File: src/rtl/fmul_pipe.sv
// fmul_pipe: three-stage pipelined floating-point multiplier with valid/ready
// flow control, round-to-nearest-even, flush-to-zero and overflow saturation.
// A sideband tag travels alongside each operand pair and returns with its result.
// Optional feature macro: FMUL_PIPE_SPECIAL_EN decodes inf/NaN operands as IEEE
// specials; without it, all-ones exponents are treated as ordinary numbers.
module fmul_pipe #(
    parameter int EXP_W = 8,
    parameter int MAN_W = 23,
    parameter int TAG_W = 5
) (
    input  logic                 clk,
    input  logic                 rstn,
    input  logic                 in_valid,
    output logic                 in_ready,
    input  logic [EXP_W+MAN_W:0] x1,
    input  logic [EXP_W+MAN_W:0] x2,
    input  logic [TAG_W-1:0]     in_tag,
    output logic                 out_valid,
    input  logic                 out_ready,
    output logic [EXP_W+MAN_W:0] y,
    output logic [TAG_W-1:0]     out_tag
);
    localparam int W    = 1 + EXP_W + MAN_W;
    localparam int MW   = MAN_W + 1;
    localparam int LO_W = (MW * 3) / 4;
    localparam int HI_W = MW - LO_W;
    localparam int EW2  = EXP_W + 2;
    localparam int BIAS = (1 << (EXP_W - 1)) - 1;
    localparam int EMAX = (1 << EXP_W) - 1;

    // Operand field split; the hidden leading one is made explicit.
    logic             s1, s2;
    logic [EXP_W-1:0] e1, e2;
    logic [MW-1:0]    m1, m2;
    assign {s1, e1} = x1[W-1:MAN_W];
    assign {s2, e2} = x2[W-1:MAN_W];
    assign m1 = {1'b1, x1[MAN_W-1:0]};
    assign m2 = {1'b1, x2[MAN_W-1:0]};

    // Stage advance chain: a stage moves when the stage ahead is empty or moving.
    logic v1_q, v2_q, v3_q;
    logic adv1, adv2, adv3, accept;
    assign adv3      = ~v3_q | out_ready;
    assign adv2      = ~v2_q | adv3;
    assign adv1      = ~v1_q | adv2;
    assign in_ready  = adv3;
    assign accept    = in_valid & in_ready;
    assign out_valid = v3_q;

    // Stage 1 next-state: split partial products, exponent sum, sign, zero flag.
    logic [MW+HI_W-1:0] ppHi_d, ppHi_q;
    logic [MW+LO_W-1:0] ppLo_d, ppLo_q;
    logic [EW2-1:0]     esum_d, esum_q;
    logic               sign_d, sign1_q, zero_d, zero1_q;
    logic [TAG_W-1:0]   tag1_q, tag2_q, tag3_q;
    assign ppHi_d = {{HI_W{1'b0}}, m1} * {{MW{1'b0}}, m2[MW-1:LO_W]};
    assign ppLo_d = {{LO_W{1'b0}}, m1} * {{MW{1'b0}}, m2[LO_W-1:0]};
    assign esum_d = {2'b00, e1} + {2'b00, e2};
    assign sign_d = s1 ^ s2;
    assign zero_d = (e1 == '0) | (e2 == '0);

`ifdef FMUL_PIPE_SPECIAL_EN
    typedef enum logic [1:0] {CLS_NUM, CLS_INF, CLS_NAN} cls_e;
    cls_e cls_d, cls1_q, cls2_q;
    logic inf1, inf2, nan1, nan2;
    assign inf1 = (e1 == '1) & (x1[MAN_W-1:0] == '0);
    assign inf2 = (e2 == '1) & (x2[MAN_W-1:0] == '0);
    assign nan1 = (e1 == '1) & (x1[MAN_W-1:0] != '0);
    assign nan2 = (e2 == '1) & (x2[MAN_W-1:0] != '0);

    // Special class: any NaN or inf*zero gives NaN, otherwise any inf gives inf.
    always_comb begin
        cls_d = CLS_NUM;
        if (nan1 | nan2 | ((inf1 | inf2) & zero_d)) begin
            cls_d = CLS_NAN;
        end else if (inf1 | inf2) begin
            cls_d = CLS_INF;
        end
    end
`endif

    // Stage 1 register: captures a new operand pair on accept, empties otherwise.
    always_ff @(posedge clk or negedge rstn) begin
        if (!rstn) begin
            v1_q    <= 1'b0;
            ppHi_q  <= '0;
            ppLo_q  <= '0;
            esum_q  <= '0;
            sign1_q <= 1'b0;
            zero1_q <= 1'b0;
            tag1_q  <= '0;
`ifdef FMUL_PIPE_SPECIAL_EN
            cls1_q  <= CLS_NUM;
`endif
        end else if (adv1) begin
            v1_q <= accept;
            if (accept) begin
                ppHi_q  <= ppHi_d;
                ppLo_q  <= ppLo_d;
                esum_q  <= esum_d;
                sign1_q <= sign_d;
                zero1_q <= zero_d;
                tag1_q  <= in_tag;
`ifdef FMUL_PIPE_SPECIAL_EN
                cls1_q  <= cls_d;
`endif
            end
        end
    end

    // Stage 2 next-state: full product, normalise into [1,2), guard and sticky.
    logic [2*MW-1:0]  prod;
    logic [2*MW-2:0]  norm;
    logic             top;
    logic [MAN_W-1:0] man_d, man2_q;
    logic             guard_d, guard2_q, sticky_d, sticky2_q;
    logic [EW2-1:0]   exp_d, exp2_q;
    logic             sign2_q, zero2_q;
    assign prod     = {ppHi_q, {LO_W{1'b0}}} + {{HI_W{1'b0}}, ppLo_q};
    assign top      = prod[2*MW-1];
    assign norm     = top ? prod[2*MW-2:0] : {prod[2*MW-3:0], 1'b0};
    assign man_d    = norm[2*MW-2 -: MAN_W];
    assign guard_d  = norm[MAN_W];
    assign sticky_d = |norm[MAN_W-1:0];
    assign exp_d    = esum_q + {{(EW2-1){1'b0}}, top} - EW2'(BIAS);

    // Stage 2 register: holds the normalised, not yet rounded product.
    always_ff @(posedge clk or negedge rstn) begin
        if (!rstn) begin
            v2_q      <= 1'b0;
            man2_q    <= '0;
            guard2_q  <= 1'b0;
            sticky2_q <= 1'b0;
            exp2_q    <= '0;
            sign2_q   <= 1'b0;
            zero2_q   <= 1'b0;
            tag2_q    <= '0;
`ifdef FMUL_PIPE_SPECIAL_EN
            cls2_q    <= CLS_NUM;
`endif
        end else if (adv2) begin
            v2_q <= v1_q;
            if (v1_q) begin
                man2_q    <= man_d;
                guard2_q  <= guard_d;
                sticky2_q <= sticky_d;
                exp2_q    <= exp_d;
                sign2_q   <= sign1_q;
                zero2_q   <= zero1_q;
                tag2_q    <= tag1_q;
`ifdef FMUL_PIPE_SPECIAL_EN
                cls2_q    <= cls1_q;
`endif
            end
        end
    end

    // Stage 3 next-state: round to nearest even, renormalise on carry-out.
    logic             up;
    logic [MAN_W:0]   manR;
    logic [EW2-1:0]   expR;
    logic [W-1:0]     y_d, y3_q;
    assign up   = guard2_q & (sticky2_q | man2_q[0]);
    assign manR = {1'b0, man2_q} + {{MAN_W{1'b0}}, up};
    assign expR = exp2_q + {{(EW2-1){1'b0}}, manR[MAN_W]};

    // Range check and pack; zero/underflow flush and overflow saturation keep the sign.
    always_comb begin
        y_d = {sign2_q, expR[EXP_W-1:0], manR[MAN_W-1:0]};
        if (zero2_q || expR[EW2-1] || expR == '0) begin
            y_d = {sign2_q, {(W-1){1'b0}}};
        end else if (expR >= EW2'(EMAX)) begin
            y_d = {sign2_q, {EXP_W{1'b1}}, {MAN_W{1'b0}}};
        end
`ifdef FMUL_PIPE_SPECIAL_EN
        if (cls2_q == CLS_NAN) begin
            y_d = {1'b0, {EXP_W{1'b1}}, 1'b1, {(MAN_W-1){1'b0}}};
        end else if (cls2_q == CLS_INF) begin
            y_d = {sign2_q, {EXP_W{1'b1}}, {MAN_W{1'b0}}};
        end
`endif
    end

    // Stage 3 register: output holding register, frozen while the consumer stalls.
    always_ff @(posedge clk or negedge rstn) begin
        if (!rstn) begin
            v3_q   <= 1'b0;
            y3_q   <= '0;
            tag3_q <= '0;
        end else if (adv3) begin
            v3_q <= v2_q;
            if (v2_q) begin
                y3_q   <= y_d;
                tag3_q <= tag2_q;
            end
        end
    end

    assign y       = y3_q;
    assign out_tag = tag3_q;
endmodule

File: config.mk
export PLATFORM = sky130hd
export DESIGN_NAME = fmul_pipe
export DESIGN_NICKNAME = d
export VERILOG_FILES = /design/src/rtl/fmul_pipe.sv
export SDC_FILE = /design/constraint.sdc
export NUM_CORES = 2
export LEC_CHECK = 0
export CAP_MARGIN = 20
export CELL_PAD_IN_SITES_DETAIL_PLACEMENT = 0
export CELL_PAD_IN_SITES_GLOBAL_PLACEMENT = 1
export CORE_MARGIN = 2
export CORE_UTILIZATION = 50
export DETAILED_ROUTE_END_ITERATION = 10
export DONT_BUFFER_PORTS = 1
export PLACE_DENSITY = 0.92
export SLEW_MARGIN = 20
export SYNTH_ARGS = -nofsm -noshare
export SYNTH_HDL_FRONTEND = slang
export SYNTH_SLANG_ARGS = --single-unit
export TNS_END_PERCENT = 10
File: constraint.sdc
create_clock -name clk -period 4 [get_ports clk]
set_input_delay 0.8 -clock clk [delete_from_list [all_inputs] [get_ports clk]]
set_output_delay 0.8 -clock clk [all_outputs]
set_load 0.02 [all_outputs]
==> metrics.md <==
| Metric | Value |
|---|---|
| Status | complete, but fails checks |
| Violated checks | setup timing |
| Global route overflow | 0 |
| CTS Buf Count | 17 |
| Hold crit path type | primary input to async pin |
| Clock Path Buffers | 2 |
| Post-synthesis mux area share | 0.7168% |
| DR vias | between 20000 and 25000 |
| Final net count | 3813 |
| Die area | 0.05528 mm2 |
| Clock transition at path regs | 0.07 ns |
| Crit path kind | primary input to flop |
| Skew-Pair Late Insertion Delay | 0.44 ns |
| Input/output buffers | 0 |
| Initial Util | 50.72% |
| DR WL/cell | 17.23 um |
| Crit path max fanout | 24 |
| Drt first pass iters | 5 |
| Largest family of logic cells by synthesized area | adder cells |
| Multi-input logic area | 0.02044 mm2 |
| Largest net degree at the start of global routing | 171 |
| Crit. End Element | flop |
| Initial antenna violation count | 1 |
| Critical path arrival | between 6 and 7 ns |
| Layout area overhead | 10.96% |
| Clock Skews | just under 0.01 ns |
| Crit path max-delay family | adder cells |
| Worst hold slack | 0.05780 ns |
| Fill cells | 4629 |
| Layout cells sized above 1 | 11.20% |
| Drt initial violations | 1168 |
| Slew of the pin with the lowest slew margin | about 0.7 ns |
| Drt drc | 0 |
| Simple-gate area share of the yosys netlist | 17.13% |
| Fin. max-slew vios | 0 |
| CTS hold repair buffers | 0 |
| Final Setup Violations | 44 |
| Die Y | 235.1 um |
| Vias in the first global route | 22040 |
| Most frequent cells in the layout | 570 x nand2_1, 561 x inv_1, 434 x fa_1 |
| Final Wtd Congestion | 0.9330 |
| Unique cell type count in the Yosys netlist | 76 |
| Total routed wirelength | 65570 um |
| Worst path cell trace | and2_4 > fa_1 > inv_1 > fa_1 > fa_1 > inv_1 > fa_1 > fa_1 > inv_1 > fa_1 > inv_2 > ha_4 > and4_4 > nor3b_4 > nand3_2 > a31oi_4 > o31a_1 > a41oi_2 > buf_4 > o31ai_2 > xnor2_1 > o21ai_0 |
| Rows | 84 |
| Worst Path Buf+Inv | 5 |
| Sequential area share after synthesis | between 10% and 20% |
| Core area | 0.05266 mm2 |
| Post-Synth Adder-Cell Area | 42.15% |
| Final hold violation count | 0 |
| Detailed-placement wirelength estimate | 51650 um |
| Synth Instances | 3056 |
| Mapped Nets | around 3800 |
| Most common cell after layout, fill and taps aside | nand2_1 |
| GRT Total Usage | 24.33% |
| Clock root buffer | clkbuf_16 |
| Cell mode on critical path | fa_1 |
| H-tree levels | 4 |
| Avg Inst Size Synth | a little under 9 um2 |
| Crit share post-route | 146.1% |
| #FFs+latches synth | 170 |
| Post-synth EDFFs | 0 |
| RSZ-0062 raised after global routing | yes |
| Max Clk Rate | approximately 0.17 GHz |
| Critical path's slowest cell | fa_1 |
| Synth Warn # | 0 |
| Diodes inserted | 0 |
| Max-Cap Viols | 0 |
| Synth Area in Compound Gates | 9.805% |
| Critical Path RT | 4.30 ns |
| Async set or reset register ratio after synthesis | 100.0% |
| Relative slew slack | 53.16% |
| Vias per cell | about 5.3 |
| Largest stage delay, worst path | approximately 0.55 ns |
| TritonCTS Sinks | 170 |
| Synthesized area | roughly 0.027 mm2 |
| Post-Synth XOR/XNOR Area | 4.001% |
| Crit path time final | approximately 5.8 ns |
| CTS tree | done |
| Setup crit start kind | primary input |
| Remaining antenna violation count | 0 |
| Register area | 0.004254 mm2 |
| Die W | between 200 and 250 um |
| First-pass GRT wire length | 110100 um |
| Most used DFF post-synth | dfrtp_1 |
| Worst setup margin | -1.843 ns |
| Ports | between 100 and 150 |
cells in the mapped netlist, types with 13 or more instances:
cell type  instances  area [um2]
nand2_1          577        2166
inv_1            574        2155
fa_1             443        8869
and2_1           215        1345
ha_1             191        2390
dfrtp_1          170        4254
o21ai_0          131       655.6
clkbuf_1         127       476.7
a21oi_1           76       380.4
xnor2_1           61       534.3
xor2_1            61       534.3
nor2_1            53       198.9
a21o_1            50       375.4
nand3_1           35       175.2
and3_1            25       156.4
o21a_1            17       127.6
a31oi_1           16       100.1
o21ai_1           16       80.08
nand4_1           15       93.84
o31ai_1           14       105.1
o21bai_1          13       97.59
worst paths after layout:
path	slack [ns]	end	from	cells after the start
min in group clk	0.47	tag2_q[4]$_DFFE_PN0P_	tag1_q[4]$_DFFE_PN0P_	2
setup reg to reg	0.43	y[14]$_DFFE_PN0P_	man2_q[0]$_DFFE_PN0P_	14
setup / recovery	-1.84	ppLo_q[34]$_DFFE_PN0P_	x1[16]	22
hold / removal	0.06	y[25]$_DFFE_PN0P_	rstn	0
max in group asynchronous	3.67	ppHi_q[1]$_DFFE_PN0P_	rstn	0
hold reg to reg	0.47	tag2_q[4]$_DFFE_PN0P_	tag1_q[4]$_DFFE_PN0P_	2
state kept, by name (all words and copies together), names as in the netlist:
name	flops
ppLo_q	42
y	32
ppHi_q	30
man2_q	23
exp2_q	10
esum_q	9
out_tag	5
tag1_q	5
tag2_q	5
guard2_q	1
out_valid	1
sign1_q	1
sign2_q	1
sticky2_q	1
v1_q	1
v2_q	1
zero1_q	1
zero2_q	1
cell type report:
type,count,area share [%]
Inverter,575,7.292
Timing Repair Buffer,172,4.463
Clock buffer,20,1.541
Clock inverter,10,0.4855
Tap cell,688,2.905
Multi-Input combinational cell,2170,68.96
Sequential cell,170,14.36
layer usage:
metal  vias up  track usage [%]  share of wire [%]
li1       9513                -                  -
met1     10120            32.85                 44
met2       563            41.23                 49
met3       122            3.342                5.7
met4         2            6.578                2.3
met5         -                0              0.020
kinds of logic after synthesis:
group,after synthesis
flip-flops,170
XOR/XNOR,122
buffers and inverters,716
AO/OA/AOI/OAI,410
AND/OR/NAND/NOR,986
adder cells (fa/ha/maj),634
multiplexers,18
repair_timing:
action,4_1_cts,5_1_grt
buffers inserted,4,5
pin swaps,56,26
cloned,0,0
setup endpoints to repair,49,72
gates resized for setup,94,53
stage by stage:
stage | setup slack, ns | instance area, um2 | setup TNS (ns) | std cells | util (%)
after floorplan | -2.326 | 26930 | -68.65 | 3056 | -
after global placement | -2.481 | 28320 | -78.66 | 3767 | 53.78
after detailed placement | -2.512 | 28320 | -81.09 | 3767 | 53.78
after CTS | -1.803 | 29440 | -46.87 | 3801 | 55.90
after global routing | -2.020 | 29630 | -56.29 | 3805 | 56.28
final | -1.843 | 29630 | -48.05 | 3805 | 56.28
Power is left out: the tool's default activity adds up to more than one toggle a clock period on the data nets, which glitch-free logic cannot reach.
